### src/rtl/morse_player.sv
`default_nettype none
// ============================================================================
// morse_player : replays stored morse code words as timed tone pulses
// Revision     : 1.0
// ============================================================================
module morse_player #(
  parameter int DOT_UNITS      = 1,
  parameter int DASH_UNITS     = 3,
  parameter int SYM_GAP_UNITS  = 1,
  parameter int WORD_GAP_UNITS = 3
) (
  input  logic       clock,
  input  logic       resetn,
  input  logic       tick,
  input  logic       start,
  input  logic       stop,
  input  logic [3:0] count,
  output logic [3:0] ram_addr,
  input  logic [9:0] ram_q,
  output logic       tone,
  output logic       busy,
  output logic       done,
  output logic [3:0] cur_word
);

  typedef enum logic [2:0] {
    S_IDLE, S_FETCH, S_LOAD, S_SYM, S_ON, S_SGAP, S_WGAP, S_FIN
  } state_t;

  localparam logic [7:0] c_dot   = 8'(DOT_UNITS);
  localparam logic [7:0] c_dash  = 8'(DASH_UNITS);
  localparam logic [7:0] c_sgap  = 8'(SYM_GAP_UNITS);
  localparam logic [7:0] c_wgap  = 8'(WORD_GAP_UNITS);

  state_t     r_state;
  logic [9:0] r_shift;
  logic [2:0] r_sym_idx;
  logic [7:0] r_units;
  logic [3:0] r_count;

  logic w_last_tick;
  logic w_next_end;

  // A phase ends on the tick that brings the unit counter to zero.
  assign w_last_tick = tick && (r_units <= 8'd1);
  // Low bit of a symbol is set only for dot (01) and dash (11).
  assign w_next_end  = (r_sym_idx == 3'd4) || !r_shift[6];

  always_ff @(posedge clock or negedge resetn) begin
    if (!resetn) begin
      r_state   <= S_IDLE;
      r_shift   <= '0;
      r_sym_idx <= '0;
      r_units   <= '0;
      r_count   <= '0;
      ram_addr  <= '0;
      cur_word  <= '0;
      tone      <= 1'b0;
      busy      <= 1'b0;
      done      <= 1'b0;
    end else if (stop && (r_state != S_IDLE)) begin
      r_state <= S_IDLE;
      tone    <= 1'b0;
      busy    <= 1'b0;
      done    <= 1'b0;
    end else begin
      done <= 1'b0;
      case (r_state)
        S_IDLE: begin
          if (start) begin
            r_count <= count;
            if (count == 4'd0) begin
              done    <= 1'b1;
              r_state <= S_FIN;
            end else begin
              ram_addr <= '0;
              cur_word <= '0;
              busy     <= 1'b1;
              r_state  <= S_FETCH;
            end
          end
        end
        S_FETCH: r_state <= S_LOAD;
        S_LOAD: begin
          r_shift   <= ram_q;
          r_sym_idx <= '0;
          r_state   <= S_SYM;
        end
        S_SYM: begin
          if (r_shift[8] && (r_sym_idx != 3'd5)) begin
            tone    <= 1'b1;
            r_units <= r_shift[9] ? c_dash : c_dot;
            r_state <= S_ON;
          end else begin
            tone    <= 1'b0;
            r_units <= c_wgap;
            r_state <= S_WGAP;
          end
        end
        S_ON: begin
          if (tick) begin
            r_units <= r_units - 8'd1;
            if (w_last_tick) begin
              tone      <= 1'b0;
              r_shift   <= {r_shift[7:0], 2'b00};
              r_sym_idx <= r_sym_idx + 3'd1;
              if (w_next_end) begin
                r_units <= c_wgap;
                r_state <= S_WGAP;
              end else begin
                r_units <= c_sgap;
                r_state <= S_SGAP;
              end
            end
          end
        end
        S_SGAP: begin
          if (tick) begin
            r_units <= r_units - 8'd1;
            if (w_last_tick) r_state <= S_SYM;
          end
        end
        S_WGAP: begin
          if (tick) begin
            r_units <= r_units - 8'd1;
            if (w_last_tick) begin
              if (cur_word == (r_count - 4'd1)) begin
                busy    <= 1'b0;
                done    <= 1'b1;
                r_state <= S_FIN;
              end else begin
                ram_addr <= ram_addr + 4'd1;
                cur_word <= cur_word + 4'd1;
                r_state  <= S_FETCH;
              end
            end
          end
        end
        S_FIN: begin
          busy    <= 1'b0;
          tone    <= 1'b0;
          r_state <= S_IDLE;
        end
        default: r_state <= S_IDLE;
      endcase
    end
  end

endmodule
`default_nettype wire

### config.mk
export PLATFORM = sky130hd
export DESIGN_NAME = morse_player
export DESIGN_NICKNAME = d
export VERILOG_FILES = /design/src/rtl/morse_player.sv
export SDC_FILE = /design/constraint.sdc
export NUM_CORES = 1
export LEC_CHECK = 0
export CAP_MARGIN = 20
export CORE_AREA = 3 3 82 84
export CTS_CLUSTER_DIAMETER = 40
export DETAILED_ROUTE_END_ITERATION = 8
export DIE_AREA = 0 0 85 87
export PLACE_DENSITY_LB_ADDON = 0.12
export REMOVE_ABC_BUFFERS = 1
export SLEW_MARGIN = 0
export SYNTH_ARGS = -nofsm -noshare
export SYNTH_HDL_FRONTEND = slang
export SYNTH_SLANG_ARGS = --single-unit
### constraint.sdc
create_clock -name clock -period 2.66 [get_ports clock]
set_input_delay 0.798 -clock clock [delete_from_list [all_inputs] [get_ports clock]]
set_output_delay 0.798 -clock clock [all_outputs]
set_load 0.005 [all_outputs]
* Word level (Yosys, flattened, before mapping) *
Index checks and enable logic that the tools add are counted.

storage, ports and cells
  register bits = 39
  latch bits = 0
  RAM bits = 0
  ROM bits = 0
  bits of input ports = 19
  output and inout port bits = 11
  logic and storage cells = 120
  memories kept = 0

operators by class
  add/subtract/negate cells = 5
  $mul = 0
  divide/modulo/power cells = 0
  magnitude comparators = 1
  equality and inequality tests = 27
  shift-type cells = 0
  muxes and demuxes = 55
  bitwise logic cells = 1
  reductions and logical operators = 21

operator list
  cell                                                                              number
  3-bit two-way mux                                                                 12
  4-bit two-way mux                                                                 8
  3-bit != test, second input constant                                              10
  8-bit two-way mux                                                                 3
  3-bit case mux with 8 select lines                                                1
  8-bit case mux with 3 select lines                                                1
  10-bit two-way mux                                                                2
  10-bit case mux with 2 select lines                                               1
  1-bit two-way mux                                                                 16
  4-bit case mux with 2 select lines                                                2
  3-bit == test, second input constant                                              5
  2-bit != test, second input constant                                              7
  7-bit AND reduction                                                               2
  2-bit two-way mux                                                                 5
  4-bit by 1-bit adder with 4-bit output, second input constant                     2
  8-bit by 1-bit less-or-equal comparator with 1-bit output, second input constant  1
  4-bit AND reduction                                                               2
  4-bit nonzero test                                                                2
  8-bit by 1-bit subtractor with 8-bit output, second input constant                1
  3-bit by 2-bit == test with 1-bit output, second input constant                   2
  1-bit case mux with 3 select lines                                                2
  3-bit case mux with 2 select lines                                                1
  3-bit AND reduction                                                               2
  6-bit AND reduction                                                               1
  other kinds (15)                                                                  19

* Logic depth before layout (Yosys ltp) *
Gate-level depths: netlist of run 1.

  word-level depth = 7
  depth in mapped cells = 8
  depth with buffers taken out = 7

* Worst setup path after synthesis of run 1 *
No wires, ideal clock.

  path kind = register to register
  start = register r_units[0]
  end = register r_units[0]
  setup time = 130 ps
  arrival time = 1884 ps
  data required time = 2530 ps
  slack = 646 ps
  cell stages (with the launch flop) = 9
  path buffers = 1
  period minus slack after synthesis = 2014 ps
  cells stage by stage = dfrtp_1 -> inv_1 -> ha_1 -> or2_2 -> and4_1 -> buf_2 -> a21oi_1 -> or3b_1 -> a21boi_0

between the ends
  cells in the longest elaborated chain, start to end = 5
  elaborated cells between the ends (all ways) = 7
  those cells by class = 1 x add/sub; 1 x order compare; 4 x mux; 1 x reduce/logical

ends and longest elaborated chain
  item                                                       line  text
  start: declaration                                         38    logic [7:0] r_units;
  start signal: assignment                                   92    r_units <= r_shift[9] ? c_dash : c_dot;
  start signal: assignment                                   96    r_units <= c_wgap;
  start signal: assignment                                   102   r_units <= r_units - 8'd1;
  8-bit by 1-bit less-or-equal comparator with 1-bit output  45    assign w_last_tick = tick && (r_units <= 8'd1);
  1-bit logical AND                                          45
  8-bit two-way mux                                          103   if (w_last_tick) begin
  8-bit two-way mux                                          101   if (tick) begin
  8-bit case mux with 3 select lines *                       68    case (r_state)

Every way passes the cells marked *; elsewhere a longest branch is shown, timed or not. The select of a mux whose other input is x is not followed.
A chain may end at the register's enable or synchronous reset.

* Worst setup path in the final report of run 1 *
  start = input port stop
  end = register ram_addr[0]

between the ends
  cells in the longest elaborated chain, start to end = 3

ends and longest elaborated chain
  item                           line  text
  start: declaration             16    input logic stop,
  1-bit logical AND              61    end else if (stop && (r_state != S_IDLE)) begin
  1-bit inverter (no line)       --
  7-bit AND reduction (no line)  --
  end signal: assignment         132   ram_addr <= ram_addr + 4'd1;
  end: declaration               18    output logic [3:0] ram_addr,

Every way passes these cells.

==> results of run 1 <==
## per-layer routing
layer  vias up  track usage (%)  routed length (um)
met1       972             22.1                2600
met2        34             24.7                2670
li1        984                -                   -
met3         4             3.41                 256
met4         0             6.33                  57
met5         -                0                   0
## flip-flops by register name, indices dropped and copies added (netlist names)
name       count
busy           1
cur_word       4
done           1
r_count        4
r_shift       10
r_state        3
r_sym_idx      3
r_units        8
ram_addr       4
tone           1
## kinds of logic after synthesis
group,Yosys count,synth area share [%]
muxes,23,10.4
and+or+nand+nor,103,23.8
buffers and inverters,25,4.84
DFF,39,40.6
xor gates and xnor gates,11,4.64
adders and majority gates,8,4.17
AOI/OAI and AO/OA,40,11.5
## Yosys cell counts, types with 2 or more instances
library cell,n
or4_1,2
ha_1,8
o311ai_0,2
o2bb2ai_1,2
mux2i_1,7
a21oi_2,2
xor2_1,7
a32oi_1,2
o31ai_1,2
nor3b_1,2
mux2_2,15
nand3b_1,7
buf_6,2
buf_2,3
a21oi_1,4
nand4b_1,5
nor3_1,8
nand2_1,27
nor4_1,4
clkbuf_1,6
inv_1,13
dfrtp_1,39
xnor2_1,3
o21ai_0,9
a31oi_1,2
nand2b_1,3
o211ai_1,3
and4_1,2
nor2_1,22
o22ai_1,3
nor2b_1,2
nand3_1,8
## worst paths after layout
path	startpoint	to	slack (ns)	cells after the start
max	stop	ram_addr[0]	0.32	6
min in group asynchronous	resetn	r_units[4]	0.56	2
min	r_shift[5]	r_shift[5]	0.50	1
max in group asynchronous	resetn	ram_addr[0]	1.74	2
min reg2reg	r_shift[5]	r_shift[5]	0.50	1
max reg2reg	r_units[0]	r_units[0]	0.44	8
## critical path: cells and delay by family
family,cells,cell delay (ns)
and+or+nand+nor,1,0.32
AOI/OAI and AO/OA,2,0.50
muxes,1,0.13
buffers and inverters,2,0.74
## final cells by class
class                   count  area (um^2)  share of cell area (%)
multi-input cells         185         1310                    44.4
flip-flops and latches     39          976                    33.1
repair buffers             49          448                    15.2
well taps                  75         93.8                    3.18
clock buffers               6         72.6                    2.46
inverters                  13         48.8                    1.65
## report_power, final
part | switching, mW | internal (mW)
Combinational | 0.683 | 0.622
Sequential | 0.175 | 0.801
Clock | 0.198 | 0.175
==> metrics.md, run 1 <==
| Metric | Value |
|---|---|
| Final worst slack | `between 0.3 and 0.4 ns` |
| Post-synthesis cell type count | `55` |
| Port Buf Inserts | `29` |
| Nets@finish | `320` |
| Number of global-route vias before repair | `between 1500 and 2000` |
| Post-DP HPWL | `3.99 mm` |
| Fmax achieved | `around 0.43 GHz` |
| Gr usage total | `roughly 16%` |
| Area growth from synthesis to layout | `22.8%` |
| Worst path cell trace | `clkdlybuf4s50_1, nor4bb_1, buf_4, a21oi_2, a211oi_1, mux2i_1` |
| Die Span Y | `between 80 and 90 um` |
| Non-Filler Instances | `between 300 and 400` |
| Commonest non-fill, non-tap cell in the layout | `dfrtp_1` |
| Worst-path clk slew | `0.07 ns` |
| Rows | `28` |
| Worst-margin pin slew | `0.537 ns` |
| Setup crit start kind | `input port` |
| I/O pin cnt | `30` |
| Synthesized instance count | `between 200 and 250` |
| Final hold viol count | `0` |
| Clk_lat worst skew | `0.29 ns` |
| Core area | `around 0.006 mm^2` |
| Commonest cells after routing, fill and taps aside | `39 x dfrtp_1, 28 x clkdlybuf4s50_1, 27 x nand2_1, 22 x nor2_1, 19 x buf_4` |
| Worst hold margin | `between 0.4 and 0.5 ns` |
| DIE AREA | `0.00740 mm^2` |
| Fillers | `569` |
| Average size of a mapped cell | `slightly below 10 um^2` |
| Pwr dens | `roughly 900 mW/mm^2` |
| First-pass GRT wire length | `between 9 and 10 mm` |
| Largest net degree at the start of global routing | `40` |
| Initial antenna violation count | `0` |
| HP Class | `reg2reg` |
| YS warnings | `0` |
| Final Critical Period | `2.34 ns` |
| CTS Buffer Depth | `2` |
| Slew Viols, Final | `0` |
| Outcome | `completed` |
| Critical path class | `in2reg` |
| Yosys reg bits | `39` |
| Initial DRC Count | `a little over 90` |
| Critical path arrival | `2.49 ns` |
| Routed WL per cell | `~15 um` |
| Synth top area cells | `dfrtp_1 41%, mux2_2 7.0%, nand2_1 4.2%` |
| CP max stage delay | `between 0.5 and 0.6 ns` |
| Sequential element share of the synthesized area | `between 40 and 50%` |
| CP Capture Type | `register` |
| Placed insts | `about 360` |
| Post-cts gate resize count | `0` |
| Post-route antenna net violation count | `0` |
| Final instance area | `between 0.002 and 0.003 mm^2` |
| Final Util | `roughly 49%` |
| Slew margin rel. | `64.2%` |
| Synth top area share | `between 40% and 50%` |
| Fin Setup TNS | `0 ns` |
| Overall Power | `2.65 mW` |
| Final wirelength | `around 5.6 mm` |
| Number of buffers created by CTS | `5` |
| # DRC | `0` |
| Post-synth top flop | `dfrtp_1` |
| Period utilisation layout | `87.9%` |
| Layout cells sized above 1 | `approximately 16%` |
| Ys async rst share | `100%` |
| Worst path required time | `~2.8 ns` |
| Global route overflow | `0` |
| Final Setup Violations | `0` |
| RSZ-0062 raised after global routing | `false` |
| Clock Skew | `0.00429 ns` |
| Post-Syn Area | `around 0.0024 mm^2` |
| Hold_buf cts | `0` |
| Drt first pass iters | `4` |
| Worst vdd ir | `~0.37 mV` |
| Initial Util | `40.1%` |
| H-tree levels | `2` |
| Static leakage | `roughly 1.3 nW` |
| Crit path max fanout | `7` |
| RePlAce Congestion | `0.802` |
| Via-to-Cell Ratio | `roughly 5.4` |
| Root buf cell | `clkbuf_8` |
| TritonCTS clock tree | `yes` |
| Placed Area | `0.00288 mm^2` |
| Clock Sinks | `39` |
| Placement Setup Slack | `~0.011 ns` |
| Ant diodes | `0` |
| Post-CTS Setup Inserts | `0` |
| Post-synth EDFFs | `0` |
| Via count | `1994` |
| Max_cap viols | `0` |
| Die W | `roughly 85 um` |
| Leading area contributor after synthesis | `dfrtp_1` |
| Slowest CP cell | `clkdlybuf4s50_1` |
No activity file was read; power rests on OpenSTA's default activity.
==> inputs of run 2 (changes only) <==
Settings changed: GPL_ROUTABILITY_DRIVEN set to 1.
==> results of run 2 <==
The final DEF is identical to that of run 1; final timing and power are the same.
==> inputs of run 3 (changes only) <==
Clock period 2.66 ns to 2.2 ns, I/O delays scaled along.
==> run 3 against run 2 <==
  * Worst hold slack worse by 0.21 ns
  * Clock skew is 0.0089 ns higher
  * Final cell count is 6.5% higher
  * Cell area is 8.1% higher
  * Via count is 5.1% higher
  * Critical path depth is 1 higher
  * Register-to-register slack worse by 0.32 ns
  * Highest routed layer unchanged
==> metrics.md, run 3 (synthesis results as in run 1) <==
| Metric | Value |
|---|---|
| Worst-margin pin slew | `0.515 ns (was 0.537 ns)` |
| Final hold viol count | `0 (unchanged)` |
| Critical path class | `in2reg (unchanged)` |
| R2R Path Start | `r_units[0] (unchanged)` |
| Top flop regs | `r_shift x10, r_units x8 (unchanged)` |
| Fillers | `572 (was 569)` |
| Layout cells sized above 1 | `24.1% (was 16.4%)` |
| Worst Reg-to-Reg Cells | `8 (unchanged)` |
| Fin Setup TNS | `0 ns (unchanged)` |
| Worst path required time | `2.42 ns (was 2.81 ns)` |
| Drt first pass iters | `4 (unchanged)` |
| HP Class | `in2async (was reg2reg)` |
| Post-DP HPWL | `4.31 mm (was 3.99 mm)` |
| Pwr dens | `1120 mW/mm^2 (was 900 mW/mm^2)` |
| Number of global-route vias before repair | `2063 (was 1892)` |
| TritonCTS clock tree | `yes (unchanged)` |
| Initial Util | `40.1% (unchanged)` |
| Final wirelength | `5.71 mm (was 5.59 mm)` |
| Slew margin rel. | `65.7% (was 64.2%)` |
| Initial antenna violation count | `0 (unchanged)` |
| Commonest cells after routing, fill and taps aside | `40 x buf_4, 39 x dfrtp_1, 28 x clkdlybuf4s50_1, 27 x nand2_1, 22 x nor2_1 (was 39 x dfrtp_1, 28 x clkdlybuf4s50_1, 27 x nand2_1, 22 x nor2_1, 19 x buf_4)` |
| Overall Power | `3.56 mW (was 2.65 mW)` |
| Final Util | `53.2% (was 49.2%)` |
| Final worst slack | `0.0934 ns (was 0.322 ns)` |
| Placed insts | `383 (was 361)` |
| Clk_lat worst skew | `0.31 ns (was 0.29 ns)` |
| First-pass GRT wire length | `9.65 mm (was 9.36 mm)` |
| CP Capture Type | `register (unchanged)` |
| Rows | `28 (unchanged)` |
| Final instance area | `0.00319 mm^2 (was 0.00295 mm^2)` |
| Die W | `85 um (unchanged)` |
| Post-route antenna net violation count | `0 (unchanged)` |
| Final Critical Period | `approximately 2.1 ns` |
| FF-to-FF End | `r_units[0] (unchanged)` |
| Register-to-Register Setup Slack | `0.12 ns (was 0.44 ns)` |
| Core area | `0.00599 mm^2 (unchanged)` |
| Register Area | `976 um^2 (unchanged)` |
| Non-Filler Instances | `391 (was 367)` |
| Worst-path clk slew | `0.09 ns (was 0.07 ns)` |
| End of the critical path | `cur_word[1] (was ram_addr[0])` |
| RSZ-0062 raised after global routing | `false (unchanged)` |
| Placed Area | `0.00305 mm^2 (was 0.00288 mm^2)` |
| Fmax achieved | `approximately 0.47 GHz` |
| Nets@finish | `342 (was 320)` |
| Ant diodes | `0 (unchanged)` |
| Crit path max fanout | `5 (was 7)` |
| Via count | `2096 (was 1994)` |
| Placement Setup Slack | `-0.263 ns (was 0.0108 ns)` |
| Top reg by flops | `r_shift (unchanged)` |
| Clock Sinks | `39 (unchanged)` |
| Routed WL per cell | `14.6 um (was 15.2 um)` |
| Area growth from synthesis to layout | `32.8% (was 22.8%)` |
| Global route overflow | `0 (unchanged)` |
| CTS Buffer Depth | `2 (unchanged)` |
| Commonest non-fill, non-tap cell in the layout | `buf_4 (was dfrtp_1)` |
| Period utilisation layout | `95.8%` |
| H-tree levels | `2 (unchanged)` |
| RePlAce Congestion | `0.802 (about the same)` |
| Multi-input logic area | `0.00133 mm^2 (was 0.00131 mm^2)` |
| Worst vdd ir | `0.529 mV (was 0.367 mV)` |
| Worst hold margin | `0.292 ns (was 0.500 ns)` |
| Clock Skew | `0.0132 ns (was 0.00429 ns)` |
| Via-to-Cell Ratio | `5.36 (was 5.43)` |
| Outcome | `completed (unchanged)` |
| Port Buf Inserts | `29 (unchanged)` |
| Hold_buf cts | `0 (unchanged)` |
| Max_cap viols | `0 (unchanged)` |
| Initial DRC Count | `86 (was 93)` |
| Flip-flop count of the largest register after layout | `10 (unchanged)` |
| Static leakage | `1.40 nW (was 1.26 nW)` |
| DIE AREA | `0.00740 mm^2 (unchanged)` |
| # DRC | `0 (unchanged)` |
| Final Setup Violations | `0 (unchanged)` |
| CP Launch Point | `stop (unchanged)` |
| Gr usage total | `16.4% (was 16.1%)` |
| I/O pin cnt | `30 (unchanged)` |
| Setup crit start kind | `input port (unchanged)` |
| Post-CTS Setup Inserts | `0 (unchanged)` |
| Root buf cell | `clkbuf_8 (unchanged)` |
| Number of buffers created by CTS | `5 (unchanged)` |
| Post-cts gate resize count | `0 (unchanged)` |
| Critical path arrival | `2.33 ns (was 2.49 ns)` |
| Slew Viols, Final | `0 (unchanged)` |
| Die Span Y | `87 um (unchanged)` |
| Largest net degree at the start of global routing | `23 (was 40)` |
run 3: changes by cell type in the layout (fill, tap and decap cells not counted), sizes merged:
cell    previous run  this run
clkinv             0         2
clkbuf             6         5
buf               21        43
bufinv             0         1
run 3: how the worst min path moves through the flow:
stage               slack (ns)          to       start  cells after the start
floorplan                 0.36        busy      resetn                      0
global placement          0.48  r_shift[5]  r_shift[5]                      1
detailed placement        0.48  r_shift[5]  r_shift[5]                      1
CTS                       0.30  r_units[0]      resetn                      1
global route              0.31  r_units[0]      resetn                      1
finish                    0.29  r_units[0]      resetn                      1
run 3: worst max-delay path, cell delays in order:
cell and delay (ns):
clkdlybuf4s50_1 0.51, nor4bb_1 0.32, buf_4 0.17, a21oi_2 0.05, buf_4 0.16, nor4_1 0.29
o2bb2ai_1 0.16
run 3: per-layer routing:
metal / GRT usage, % / part of all wire [%] / vias up
met3: 3.60 / 3.7 / 9
li1: - / - / 1031
met4: 5.61 / 1.5 / 0
met5: 0 / 0 / -
met2: 26.9 / 47 / 35
met1: 21.3 / 48 / 1021
run 3: final cells by class:
type                            instances  area share, %
Inverter                               13           1.53
Sequential cell                        39           30.6
Clock inverter                          3           1.37
Timing Repair Buffer                   71           19.6
Tap cell                               75           2.94
Clock buffer                            5           2.16
Multi-Input combinational cell        185           41.8
run 3: report_power, final:
| group | internal [mW] | switching (mW) |
|---|---|---|
| registers | 0.967 | 0.266 |
| logic | 0.890 | 0.816 |
| clock network | 0.338 | 0.278 |
==> edit 1: new RTL, settings of run 1 <==
Encoding of `state_t`: now one-hot (8 bits for 8 states).
--- a/src/rtl/morse_player.sv
+++ b/src/rtl/morse_player.sv
@@ -23,8 +23,8 @@
   output logic [3:0] cur_word
 );
 
-  typedef enum logic [2:0] {
-    S_IDLE, S_FETCH, S_LOAD, S_SYM, S_ON, S_SGAP, S_WGAP, S_FIN
+  typedef enum logic [7:0] {
+    S_IDLE = 8'b00000001, S_FETCH = 8'b00000010, S_LOAD = 8'b00000100, S_SYM = 8'b00001000, S_ON = 8'b00010000, S_SGAP = 8'b00100000, S_WGAP = 8'b01000000, S_FIN = 8'b10000000
   } state_t;
 
   localparam logic [7:0] c_dot   = 8'(DOT_UNITS);
Formal check against the unedited RTL: same outputs for any inputs over 10 cycles, from zero or initial values and one cycle with resetn low; not proved beyond that.
==> edit 1 against run 1 <==
  * Clock skew rose by 0.0090 ns
  * Cell area rose by 10%
  * Critical path depth fell by 1
  * Worst setup slack got worse by 0.18 ns
  * Sequential cell count rose by 5
  * Wire length rose by 19%
  * Die area did not move
  * Combinational power fell by 27%
  * Largest cell class unchanged
  * First-iteration DRC count rose by 98%
  * Synthesized area rose by 8.9%
  * Register-to-register slack got worse by 0.30 ns
  * Sequential power barely moved
  * Count of clock-buffer cells in the layout did not move
  * Total power fell by 11%
==> edit 1: results (changes against run 1) <==
{
  "status": {
    "outcome": {"value": "completed", "change": "unchanged"}
  },
  "logic_synthesis": {
    "synth_compound_gate_area_share": {"value": 15.9, "unit": "%", "change": "was 11.5%"},
    "synth.mux.area_fraction": {"value": 8.23, "unit": "%", "change": "was 10.4%"},
    "synth_fa_ha_area_share": {"value": 3.83, "unit": "%", "change": "was 4.17%"},
    "yosys-top-cells-count": {"value": "43 x dfrtp_1, 41 x nand2_1, 15 x inv_1", "change": "was 39 x dfrtp_1, 27 x nand2_1, 22 x nor2_1"},
    "yosys.area_share.xor_xnor": {"value": 2.87, "unit": "%", "change": "was 4.64%"},
    "fraction_of_the_yosys_area_taken_by_sequential_cells": {"value": 42.1, "unit": "%", "change": "was 40.6%"}
  },
  "placed_design": {
    "detailed_place.area": {"value": 3160, "unit": "µm²", "change": "was 2880 µm²"},
    "place.gp.congestion": {"value": 0.945, "change": "was 0.802"},
    "detailed_place_hpwl": {"value": 4960, "unit": "µm", "change": "was 3990 µm"}
  },
  "finish": {
    "design.final.nets": {"value": 359, "change": "was 320"},
    "top_regs": {"value": "r_shift (10), r_state (8), r_units (8)", "change": "was r_shift (10), r_units (8)"},
    "drive_gt1_share": {"value": 17.1, "unit": "%", "change": "was 16.4%"},
    "filler_cell_count": {"value": 580, "change": "was 569"}
  },
  "worst_hold_path": {
    "holdPathEnd": {"value": "r_shift[8]$_DFFE_PN0P_", "change": "was r_shift[5]$_DFFE_PN0P_"},
    "worst_hold_startpoint": {"value": "r_shift[8]$_DFFE_PN0P_", "change": "was r_shift[5]$_DFFE_PN0P_"}
  },
  "sta": {
    "worst-slew-pin-transition": {"value": 0.568, "unit": "ns", "change": "was 0.537 ns"}
  },
  "worst_setup_path": {
    "worst_r2r_setup_slack": {"value": 0.14, "unit": "ns", "change": "was 0.44 ns"},
    "r2r_start": {"value": "r_units[2]$_DFFE_PN0P_", "change": "was r_units[0]$_DFFE_PN0P_"},
    "critPathMaxStageDelay": {"value": 0.58, "unit": "ns", "change": "was 0.56 ns"},
    "arrival": {"value": 2.75, "unit": "ns", "change": "was 2.49 ns"},
    "critical_path.reg2reg.endpoint": {"value": "cur_word[3]$_DFFE_PN0P_", "change": "was r_units[0]$_DFFE_PN0P_"}
  },
  "cts": {
    "clk_latency": {"value": 0.31, "unit": "ns", "change": "was 0.29 ns"}
  },
  "drt": {
    "num_vias": {"value": 2338, "change": "was 1,994"},
    "number_of_drc_violations_after_detailed_routing_iteration_0": {"value": 184, "change": "was 93"}
  },
  "pwr": {
    "leakage": {"value": 1.40, "unit": "nW", "change": "was 1.26 nW"},
    "max-vdd-ir-drop": {"value": 410, "unit": "µV", "change": "was 367 µV"}
  },
  "grt": {
    "grtUsageTotal": {"value": 19.2, "unit": "%", "change": "was 16.1%"},
    "grt_start_max_net_pins": {"value": 45, "change": "was 40"}
  }
}
[edit 1: final cells by class]
| class | count | area [µm²] | share of cell area (%) |
|---|---|---|---|
| tap | 75 | 93.8 | 2.89 |
| timing repair buffer | 55 | 493 | 15.2 |
| clock inverter | 2 | 16.3 | 0.501 |
| inverter | 15 | 56.3 | 1.73 |
| clock buffer | 6 | 72.6 | 2.24 |
| multi-input combinational | 211 | 1410 | 43.5 |
| sequential | 44 | 1100 | 34.0 |
[edit 1: per-layer routing]
layer | routed length, µm | GRT usage, % | up-vias
met5 | 0 | 0 | -
met4 | 169 | 6.04 | 0
met3 | 315 | 2.84 | 14
met2 | 3060 | 30.9 | 64
met1 | 3090 | 26.7 | 1126
li1 | - | - | 1134
[edit 1: power by group through the flow]
stage               combinational, mW  sequential (mW)  clock [mW]
floorplan                       0.621            0.947           0
global placement                0.939            0.985           0
global route                     1.06             1.01       0.472
detailed placement              0.956            0.991           0
finish                          0.955            0.978       0.435
CTS                             0.955            0.980       0.444
[edit 1: worst max-delay path by stage]
stage	start	end	slack, ns	cells after the start
floorplan	r_units[2]$_DFFE_PN0P_	cur_word[3]$_DFFE_PN0P_	0.22	5
global placement	tick	cur_word[3]$_DFFE_PN0P_	-0.13	6
detailed placement	tick	cur_word[3]$_DFFE_PN0P_	-0.19	6
CTS	tick	cur_word[3]$_DFFE_PN0P_	0.13	6
global route	tick	cur_word[3]$_DFFE_PN0P_	-0.00005	6
finish	r_units[2]$_DFFE_PN0P_	cur_word[3]$_DFFE_PN0P_	0.14	5
[edit 1: metrics by stage]
stage	power, mW	worst slack, ns	cells	hold slack (ns)
floorplan	1.57	0.217	270	0.472
global placement	1.92	-0.132	400	0.491
detailed placement	1.95	-0.188	400	0.491
CTS	2.38	0.135	408	0.516
global route	2.54	-0.0000540	408	0.529
finish	2.37	0.139	408	0.511
[edit 1: kinds of logic after synthesis]
| family | after synthesis |
|---|---|
| flip-flops | 44 |
| multiplexers | 20 |
| adder cells (fa/ha/maj) | 8 |
| buffers and inverters | 25 |
| AO/OA/AOI/OAI | 62 |
| XOR/XNOR | 7 |
| AND/OR/NAND/NOR | 114 |
[edit 1: critical path, delay by kind of cell (launching register included)]
| kind | cells | cell delay [ns] |
|---|---|---|
| AOI/OAI and AO/OA | 1 | 0.34 |
| DFF | 1 | 0.44 |
| muxes | 1 | 0.22 |
| and+or+nand+nor | 3 | 1.45 |
==> edit 2: new RTL, settings of run 1 <==
Without the edit above. Add an input register stage for `tick`, `start`, `stop`, `count` and `ram_q`; this delays them by one clock.
--- a/src/rtl/morse_player.sv
+++ b/src/rtl/morse_player.sv
@@ -32,6 +32,20 @@
   localparam logic [7:0] c_sgap  = 8'(SYM_GAP_UNITS);
   localparam logic [7:0] c_wgap  = 8'(WORD_GAP_UNITS);
 
+  logic tick_q;
+  logic start_q;
+  logic stop_q;
+  logic [3:0] count_q;
+  logic [9:0] ram_q_q;
+
+  always_ff @(posedge clock) begin
+    tick_q  <= tick;
+    start_q <= start;
+    stop_q  <= stop;
+    count_q <= count;
+    ram_q_q <= ram_q;
+  end
+
   state_t     r_state;
   logic [9:0] r_shift;
   logic [2:0] r_sym_idx;
@@ -42,7 +56,7 @@
   logic w_next_end;
 
   // A phase ends on the tick that brings the unit counter to zero.
-  assign w_last_tick = tick && (r_units <= 8'd1);
+  assign w_last_tick = tick_q && (r_units <= 8'd1);
   // Low bit of a symbol is set only for dot (01) and dash (11).
   assign w_next_end  = (r_sym_idx == 3'd4) || !r_shift[6];
 
@@ -58,7 +72,7 @@
       tone      <= 1'b0;
       busy      <= 1'b0;
       done      <= 1'b0;
-    end else if (stop && (r_state != S_IDLE)) begin
+    end else if (stop_q && (r_state != S_IDLE)) begin
       r_state <= S_IDLE;
       tone    <= 1'b0;
       busy    <= 1'b0;
@@ -67,9 +81,9 @@
       done <= 1'b0;
       case (r_state)
         S_IDLE: begin
-          if (start) begin
-            r_count <= count;
-            if (count == 4'd0) begin
+          if (start_q) begin
+            r_count <= count_q;
+            if (count_q == 4'd0) begin
               done    <= 1'b1;
               r_state <= S_FIN;
             end else begin
@@ -82,7 +96,7 @@
         end
         S_FETCH: r_state <= S_LOAD;
         S_LOAD: begin
-          r_shift   <= ram_q;
+          r_shift   <= ram_q_q;
           r_sym_idx <= '0;
           r_state   <= S_SYM;
         end
@@ -98,7 +112,7 @@
           end
         end
         S_ON: begin
-          if (tick) begin
+          if (tick_q) begin
             r_units <= r_units - 8'd1;
             if (w_last_tick) begin
               tone      <= 1'b0;
@@ -115,13 +129,13 @@
           end
         end
         S_SGAP: begin
-          if (tick) begin
+          if (tick_q) begin
             r_units <= r_units - 8'd1;
             if (w_last_tick) r_state <= S_SYM;
           end
         end
         S_WGAP: begin
-          if (tick) begin
+          if (tick_q) begin
             r_units <= r_units - 8'd1;
             if (w_last_tick) begin
               if (cur_word == (r_count - 4'd1)) begin
Behaviour: not the same (a bounded check fails within 4 cycles, from zero or initial values and one cycle with resetn low).
==> edit 2 against run 1 <==
  * Synthesized area grew 12%
  * Register-to-register slack improved by 0.05 ns
  * Sequential cell count is 17 higher
  * Cell area is 8.5% higher
  * Worst setup slack better by 0.17 ns
  * Sequential share of layout area increased by 8.0 points
  * Total power increased by 12%
  * Largest power group unchanged
  * Global-route usage decreased by 0.66 points
  * Highest routed layer unchanged
  * Wire length shrank 5.9%
  * Combinational power is 5% lower
==> edit 2: results (changes against run 1) <==
{
  "grt": {
    "number_of_global_route_vias_before_repair": {"value": 1960, "change": "was 1,892"},
    "grtUsageTotal": {"value": 15.4, "unit": "%", "change": "was 16.1%"},
    "first_pass_grt_wire_length": {"value": 9220, "unit": "µm", "change": "was 9360 µm"}
  },
  "sta": {
    "finalClockSkew": {"value": 0.0112, "unit": "ns", "change": "was 0.00429 ns"},
    "worst-slew-pin-transition": {"value": 0.576, "unit": "ns", "change": "was 0.537 ns"}
  },
  "finish": {
    "filler_cell_count": {"value": 544, "change": "was 569"},
    "multiInputGateArea": {"value": 1270, "unit": "µm²", "change": "was 1310 µm²"},
    "area_share_clock_buf_inv": {"value": 3.05, "unit": "%", "change": "was 2.46%"},
    "design.final.nets": {"value": 323, "change": "was 320"},
    "drive_gt1_share": {"value": 13.1, "unit": "%", "change": "was 16.4%"},
    "layout.buffer.nonclock.area_share": {"value": 12.1, "unit": "%", "change": "was 15.2%"},
    "clkbuf_count": {"value": 5, "change": "was 6"},
    "signal_buffers": {"value": 41, "change": "was 49"}
  },
  "cts": {
    "clk_latency": {"value": 0.32, "unit": "ns", "change": "was 0.29 ns"},
    "clock_sink_count": {"value": 56, "change": "was 39"}
  },
  "logic_synthesis": {
    "yosys-top-cells-count": {"value": "39 x dfrtp_1, 31 x nand2_1, 18 x nor2_1, 18 x o21ai_0, 17 x dfxtp_1", "change": "was 39 x dfrtp_1, 27 x nand2_1, 22 x nor2_1"}
  },
  "worst_setup_path": {
    "r2r_start": {"value": "r_units[2]$_DFFE_PN0P_", "change": "was r_units[0]$_DFFE_PN0P_"},
    "arrival": {"value": 2.38, "unit": "ns", "change": "was 2.49 ns"}
  },
  "placed_design": {
    "place.gp.congestion": {"value": 0.790, "change": "was 0.802"},
    "detailed_place_hpwl": {"value": 3780, "unit": "µm", "change": "was 3990 µm"}
  },
  "status": {
    "outcome": {"value": "completed", "change": "unchanged"}
  },
  "pwr": {
    "cellInternalPower": {"value": 1.81, "unit": "mW", "change": "was 1.60 mW"},
    "seq_power": {"value": 1.23, "unit": "mW", "change": "was 0.976 mW"}
  },
  "worst_hold_path": {
    "holdCritPathClass": {"value": "primary input to asynchronous set/reset pin", "change": "was register to register"}
  },
  "drt": {
    "number_of_drc_violations_after_detailed_routing_iteration_0": {"value": 92, "change": "was 93"}
  }
}
==> edit 2: cell count changes in the layout (fill, tap and decap cells not counted), sizes merged, moves of 4 or more <==
cell,change
o21ai,+10
mux2i,+5
nand3b,-5
dfxtp,+17
nand2,+5
buf,-8
mux2,-12
nor2,-4
==> edit 2: worst min path at each step <==
| stage | startpoint | end | slack (ns) | cells past startpoint |
|---|---|---|---|---|
| floorplan | ram_q_q[0]$_DFF_P_ | r_shift[0]$_DFFE_PN0P_ | 0.42 | 2 |
| global placement | ram_q_q[0]$_DFF_P_ | r_shift[0]$_DFFE_PN0P_ | 0.43 | 2 |
| detailed placement | ram_q_q[1]$_DFF_P_ | r_shift[1]$_DFFE_PN0P_ | 0.43 | 2 |
| CTS | resetn | cur_word[0]$_DFFE_PN0P_ | 0.42 | 2 |
| global route | resetn | cur_word[0]$_DFFE_PN0P_ | 0.43 | 2 |
| finish | resetn | cur_word[0]$_DFFE_PN0P_ | 0.42 | 2 |
==> edit 2: critical path, cell delays in order (launching register included) <==
cell and delay (ns):
dfrtp_1 0.44, or4_4 0.60, or3_1 0.55, o21ai_2 0.17, o2111ai_1 0.12, a22o_1 0.20
==> edit 2: metal layers <==
metal  GRT usage [%]  wire (µm)  vias up
met1            21.3       2620      954
met2            24.2       2350       38
met5               0          0        -
met3            3.41        212        7
met4            4.75         68        0
li1                -          -     1006
==> edit 2: cell families (layout without fill, tap and decap cells) <==
kind of cell,after synthesis,count (layout),synth area share (%)
DFF,56,56,48.9
AOI/OAI and AO/OA,54,54,14.2
xor gates and xnor gates,11,11,4.09
buffers and inverters,21,58,3.81
adders and majority gates,8,8,3.72
and+or+nand+nor,94,94,19.1
muxes,16,16,6.14
